--- config.mk ---
export PLATFORM = sky130hd
export DESIGN_NAME = poly_note_allocator
export DESIGN_NICKNAME = d
export VERILOG_FILES = /design/src/rtl/poly_note_allocator.sv
export SDC_FILE = /design/constraint.sdc
export NUM_CORES = 1
export LEC_CHECK = 0
export ABC_AREA = 1
export CAP_MARGIN = 20
export CORE_MARGIN = 5
export CORE_UTILIZATION = 58
export DETAILED_ROUTE_END_ITERATION = 16
export PLACE_DENSITY = 0.81
export SYNTH_ARGS = -nofsm -noshare
export SYNTH_HDL_FRONTEND = slang
export SYNTH_SLANG_ARGS = --single-unit
export TNS_END_PERCENT = 30
--- constraint.sdc ---
create_clock -name clk_in -period 6.9 [get_ports clk_in]
set_clock_uncertainty 0.05 [all_clocks]
set_input_delay 1.38 -clock clk_in [delete_from_list [all_inputs] [get_ports clk_in]]
set_output_delay 1.38 -clock clk_in [all_outputs]
set_load 0.1 [all_outputs]
--- src/rtl/poly_note_allocator.sv ---
`default_nettype none
// ============================================================================
// Module      : poly_note_allocator
// Description : Scans NUM_KEYS key switches one key per clock, maps each key
//               to a MIDI note (major scale or chromatic), assigns held keys
//               to NUM_VOICES voice slots and streams note-on/off events over
//               a valid/ready handshake.
// Ports       : clk_in, rst_n_in       clock, async active-low reset
//               sw_in, mode_in         raw async key switches / scale mode
//               evt_*                  event stream (valid/ready, on, note, voice)
//               voice_active_out       per-voice busy flags
//               voice_note_out         per-voice notes, voice v at [v*NOTE_W +: NOTE_W]
// Revision    : 1.0 - initial release
// ============================================================================
module poly_note_allocator #(
    parameter int NUM_KEYS   = 16,
    parameter int NUM_VOICES = 4,
    parameter int BASE_NOTE  = 60,
    parameter int NOTE_W     = 8,
    localparam int VW = (NUM_VOICES > 1) ? $clog2(NUM_VOICES) : 1,
    localparam int KW = (NUM_KEYS > 1) ? $clog2(NUM_KEYS) : 1
) (
    input  logic                         clk_in,
    input  logic                         rst_n_in,
    input  logic [NUM_KEYS-1:0]          sw_in,
    input  logic                         mode_in,
    output logic                         evt_valid_out,
    input  logic                         evt_ready_in,
    output logic                         evt_on_out,
    output logic [NOTE_W-1:0]            evt_note_out,
    output logic [VW-1:0]                evt_voice_out,
    output logic [NUM_VOICES-1:0]        voice_active_out,
    output logic [NUM_VOICES*NOTE_W-1:0] voice_note_out
);

    localparam logic [1:0] SCAN  = 2'd0;  // step through keys
    localparam logic [1:0] EMIT  = 2'd1;  // scan-generated event pending
    localparam logic [1:0] FLUSH = 2'd2;  // walk voices after a mode change
    localparam logic [1:0] FEMIT = 2'd3;  // flush off-event pending

    logic [1:0]            state, state_nxt;
    logic [NUM_KEYS-1:0]   sw_meta, sw_sync, key_held;
    logic                  mode_meta, mode_sync, mode_held;
    logic [KW-1:0]         idx;
    logic [VW-1:0]         fidx;
    logic [NUM_VOICES-1:0] voice_active;
    logic [NOTE_W-1:0]     voice_note  [NUM_VOICES];
    logic [KW-1:0]         voice_owner [NUM_VOICES];
    logic                  evt_on;
    logic [NOTE_W-1:0]     evt_note;
    logic [VW-1:0]         evt_voice;

    // Two-flop synchronisers for the asynchronous switch and mode inputs.
    always_ff @(posedge clk_in or negedge rst_n_in) begin
        if (!rst_n_in) begin
            sw_meta   <= '0;
            sw_sync   <= '0;
            mode_meta <= 1'b0;
            mode_sync <= 1'b0;
        end else begin
            sw_meta   <= sw_in;
            sw_sync   <= sw_meta;
            mode_meta <= mode_in;
            mode_sync <= mode_meta;
        end
    end

    // Note map of the key under scan, computed wide so out-of-range notes
    // are detected rather than wrapped.
    logic [31:0] k32, scale_off, key_wide;
    logic        mappable;
    always_comb begin
        k32       = 32'(idx);
        scale_off = 32'd0;
        case (k32 % 32'd7)
            32'd1:   scale_off = 32'd2;
            32'd2:   scale_off = 32'd4;
            32'd3:   scale_off = 32'd5;
            32'd4:   scale_off = 32'd7;
            32'd5:   scale_off = 32'd9;
            32'd6:   scale_off = 32'd11;
            default: scale_off = 32'd0;
        endcase
        if (mode_held)
            key_wide = 32'(BASE_NOTE) + k32;
        else
            key_wide = 32'(BASE_NOTE) + 32'd12 * (k32 / 32'd7) + scale_off;
        mappable = (key_wide <= 32'd127);
    end

    // Lowest free voice, and the voice (if any) owned by the scanned key.
    logic          free_found, owned;
    logic [VW-1:0] free_v, own_v;
    always_comb begin
        free_found = 1'b0;
        free_v     = '0;
        owned      = 1'b0;
        own_v      = '0;
        for (int v = NUM_VOICES - 1; v >= 0; v--) begin
            if (!voice_active[v]) begin
                free_found = 1'b1;
                free_v     = VW'(v);
            end
            if (voice_active[v] && (voice_owner[v] == idx)) begin
                owned = 1'b1;
                own_v = VW'(v);
            end
        end
    end

    logic          pressed, released, mode_change, handshake, last_voice;
    logic          start_on, start_off;
    logic [KW-1:0] idx_next;
    assign pressed     = sw_sync[idx] && !key_held[idx];
    assign released    = !sw_sync[idx] && key_held[idx];
    assign mode_change = (mode_sync != mode_held);
    assign handshake   = evt_valid_out && evt_ready_in;
    assign last_voice  = (fidx == VW'(NUM_VOICES - 1));
    assign start_on    = pressed && mappable && free_found;
    assign start_off   = released && owned;
    assign idx_next    = (idx == KW'(NUM_KEYS - 1)) ? '0 : idx + 1'b1;

    // State register
    always_ff @(posedge clk_in or negedge rst_n_in) begin
        if (!rst_n_in) state <= SCAN;
        else           state <= state_nxt;
    end

    // Next-state logic
    always_comb begin
        state_nxt = state;
        case (state)
            SCAN:    if (mode_change)            state_nxt = FLUSH;
                     else if (start_on || start_off) state_nxt = EMIT;
            EMIT:    if (handshake)              state_nxt = SCAN;
            FLUSH:   if (voice_active[fidx])     state_nxt = FEMIT;
                     else if (last_voice)        state_nxt = SCAN;
            FEMIT:   if (handshake)              state_nxt = last_voice ? SCAN : FLUSH;
            default:                             state_nxt = SCAN;
        endcase
    end

    // Datapath: key bookkeeping, event payload and voice table.
    always_ff @(posedge clk_in or negedge rst_n_in) begin
        if (!rst_n_in) begin
            key_held     <= '0;
            mode_held    <= 1'b0;
            idx          <= '0;
            fidx         <= '0;
            voice_active <= '0;
            evt_on       <= 1'b0;
            evt_note     <= '0;
            evt_voice    <= '0;
            for (int v = 0; v < NUM_VOICES; v++) begin
                voice_note[v]  <= '0;
                voice_owner[v] <= '0;
            end
        end else begin
            case (state)
                SCAN: begin
                    if (mode_change) begin
                        fidx <= '0;
                    end else if (start_on) begin
                        evt_on    <= 1'b1;
                        evt_note  <= key_wide[NOTE_W-1:0];
                        evt_voice <= free_v;
                    end else if (start_off) begin
                        evt_on    <= 1'b0;
                        evt_note  <= voice_note[own_v];
                        evt_voice <= own_v;
                    end else begin
                        // Voiceless presses are latched so the key stays
                        // silent until it is released and pressed again.
                        if (pressed)       key_held[idx] <= 1'b1;
                        else if (released) key_held[idx] <= 1'b0;
                        idx <= idx_next;
                    end
                end
                EMIT: begin
                    if (handshake) begin
                        key_held[idx]           <= evt_on;
                        voice_active[evt_voice] <= evt_on;
                        voice_note[evt_voice]   <= evt_on ? evt_note : '0;
                        voice_owner[evt_voice]  <= evt_on ? idx : '0;
                        idx                     <= idx_next;
                    end
                end
                FLUSH: begin
                    if (voice_active[fidx]) begin
                        evt_on    <= 1'b0;
                        evt_note  <= voice_note[fidx];
                        evt_voice <= fidx;
                    end else if (last_voice) begin
                        key_held  <= '0;
                        mode_held <= mode_sync;
                        idx       <= '0;
                    end else begin
                        fidx <= fidx + 1'b1;
                    end
                end
                FEMIT: begin
                    if (handshake) begin
                        voice_active[fidx] <= 1'b0;
                        voice_note[fidx]   <= '0;
                        voice_owner[fidx]  <= '0;
                        if (last_voice) begin
                            key_held  <= '0;
                            mode_held <= mode_sync;
                            idx       <= '0;
                        end else begin
                            fidx <= fidx + 1'b1;
                        end
                    end
                end
                default: ;
            endcase
        end
    end

    // Output logic: valid decodes straight from state so reset drops it
    // immediately; payload reads as zero whenever no event is offered.
    always_comb begin
        evt_valid_out = (state == EMIT) || (state == FEMIT);
        evt_on_out    = evt_valid_out && evt_on;
        evt_note_out  = evt_valid_out ? evt_note : '0;
        evt_voice_out = evt_valid_out ? evt_voice : '0;
    end

    assign voice_active_out = voice_active;

    for (genvar v = 0; v < NUM_VOICES; v++) begin : g_voice_out
        assign voice_note_out[v*NOTE_W +: NOTE_W] = voice_note[v];
    end

endmodule
`default_nettype wire

==> run summary <==
Status - completed
Final wirelength - 19200 um
CP max FO - 14
Worst Reg-to-Reg Cells - 29
Syn Area/Cell - 7.64 sq um
Top-count cell post-synth - nand2_1
# setup viols final - 0
Placed instance count - 1091
R2r startpoint - idx[2]$_DFFE_PN0P_
Area occupied by multi-input gates - 0.00331 sq mm
Number of iterations in the first detailed-routing pass - 8
Layout Cells excl Fill - 1124
Die footprint - 0.0144 sq mm
I/O pins - 68
Worst Setup SP - idx[2]$_DFFE_PN0P_
Termination of the worst setup path - evt_note[0]$_DFFE_PN0P_
Share of layout cells above drive strength 1 - 6.24%
Final ANT Viol Nets - 0
Initial core utilization - 58.7%
CTS Buf Count - 17
Cts hold-fix bufs - 0
First-pass GRT wire length - 32000 um
# nets final - 1010
Fill count - 935
Synth async-reset ratio - 100%
Number of synthesized register bits - 122
Die H - 120 um
Fin. Hold Viols - 0
Ant diodes - 0
Sequential share of the synthesized area - 43.5%
Worst-Skew Late Latency - 0.42 ns
Pre-CTS setup slack - 1.35 ns
Syn_nets - 965
RSZ-0062 raised after global routing - false
Top cells by count, synth - 225 x nand2_1, 122 x dfrtp_1, 104 x inv_1, 104 x o21ai_0, 66 x nor2_1
Clock tree buffer depth - 2
Largest net degree at the start of global routing - 74
Worst EP arrival - 5.83 ns
Share of the synthesized area in the top cell type - 43.5%
PostCTS Resize Cnt - 0
Number of flops mapped to enable cells by yosys - 0
CTS tree - built
Final Max Tran Viols - 0
H-tree Lvls - 4
CP startpoint kind - flop
Gate Count Post-Synth - 919
Overflow after GRT - 0
Initial antenna violation count - 0
Largest cells by area after synthesis - dfrtp_1 43%, nand2_1 12%, o21ai_0 7.4%
Type of the worst min-delay path - reg -> reg
Reg area - 0.00305 sq mm
Row cnt - 40
CP endpoint kind - flop
Post-synth top area cell - dfrtp_1
Reg-to-Reg End - evt_note[0]$_DFFE_PN0P_
GRT Total Usage - 27.7%
Worst-Margin Slew - 1.03 ns
Worst rel slew slack - 31.4%
Drc violations - 0
F_max - 181 MHz
Core Box Area - 0.0120 sq mm
Synth unique cells - 37
Tmin final - 5.54 ns
Setup repair bufs after CTS - 0
Post-Route Setup TNS - 0 ns
Worst Setup Path Type - reg -> reg
CP dominant cell by count - nand2_1
Vias in the first global route - 6387
Avg Vias per Cell - 5.93
R2r setup slk - 1.36 ns
Post-Syn Area - 0.00702 sq mm
Post-DP HPWL - 12600 um
Ys flop type - dfrtp_1
Crit-path slowest cell - dfrtp_1
Vias - 6661
CP required - 7.19 ns
Clk pin slew, worst setup/hold paths - 0.06 ns
Wire per inst - 17.1 um
Yosys warning count - 0
RePlAce Congestion - 0.977
Port bufs - 67
Period utilization - 80.3%
Fin util - 69.2%
TritonCTS sink count - 122
Iter 0 DRT Violations - 888
# Max-Cap Violations - 0
Root Buffer - clkbuf_16
Width of the die - 120 um
Area Growth Syn to Fin - 17.9%
Fin worst setup slack - 1.36 ns
Largest stage delay on the critical path - 0.62 ns
-- critical path: cells and delay by family, from the launching register on --
kind / cells / cell delay, ns
buf+inv: 4 / 0.68
fa+ha+maj: 6 / 1.88
compound gates: 2 / 0.29
flops: 1 / 0.62
simple gates: 17 / 1.92
-- metrics by stage --
stage	instance area, sq um	hold slack (ns)
after floorplan	7020	0.281
after global placement	7670	0.282
after detailed placement	7670	0.286
after CTS	8270	0.299
after global routing	8280	0.301
final	8280	0.296
-- layer usage --
metal / GRT usage (%) / up-vias / share of wire, %
met2: 43.9 / 325 / 47
met4: 9.88 / 0 / 2.1
met3: 6.83 / 45 / 8.8
met1: 37.1 / 3144 / 42
met5: 0 / - / 0
li1: - / 3147 / -
-- cells in the final DEF, fill, tap and decap left out, drive strengths merged, types with 2 or more instances in the layout --
master | Yosys | layout
o221ai | 8 | 8
clkbuf | 32 | 18
inv | 110 | 116
nand2 | 231 | 231
clkinvlp | 0 | 2
o211ai | 7 | 7
bufinv | 0 | 2
nand3 | 49 | 49
clkinv | 0 | 4
nand4 | 4 | 4
nand3b | 4 | 4
xnor2 | 2 | 2
xor2 | 3 | 3
a21oi | 56 | 56
buf | 16 | 8
dfrtp | 122 | 122
o22ai | 50 | 50
nor3 | 5 | 5
ha | 24 | 24
fa | 2 | 2
clkdlybuf4s50 | 0 | 66
o21ai | 110 | 110
a22oi | 10 | 10
nor2 | 68 | 68
-- cell type report --
cell class | count | area share [%]
inverter | 110 | 4.98
clock inverter | 14 | 1.95
tap | 147 | 2.22
multi-input combinational | 639 | 39.9
timing repair buffer | 74 | 8.75
clock buffer | 18 | 5.30
sequential | 122 | 36.9
-- logic make-up after synthesis --
group           count (synthesis)  synth area share (%)
buf+inv                       158                  9.42
fa+ha+maj                      26                  4.85
flops                         122                  43.5
compound gates                246                  19.8
xor+xnor                        5                 0.624
simple gates                  362                  21.8
-- worst min path at each step --
stage / startpoint / end / cells after the start
2_1_floorplan: mode_meta$_DFF_PN0_ / mode_sync$_DFF_PN0_ / 0
3_3_place_gp: sw_meta[1]$_DFF_PN0_ / sw_sync[1]$_DFF_PN0_ / 0
3_5_place_dp: sw_meta[4]$_DFF_PN0_ / sw_sync[4]$_DFF_PN0_ / 0
4_1_cts: sw_meta[13]$_DFF_PN0_ / sw_sync[13]$_DFF_PN0_ / 0
5_1_grt: sw_meta[9]$_DFF_PN0_ / sw_sync[9]$_DFF_PN0_ / 0
6_report: sw_meta[13]$_DFF_PN0_ / sw_sync[13]$_DFF_PN0_ / 0
Power is not shown: default switching activity piles up to over one toggle a cycle in this logic, so the estimate is an artifact.
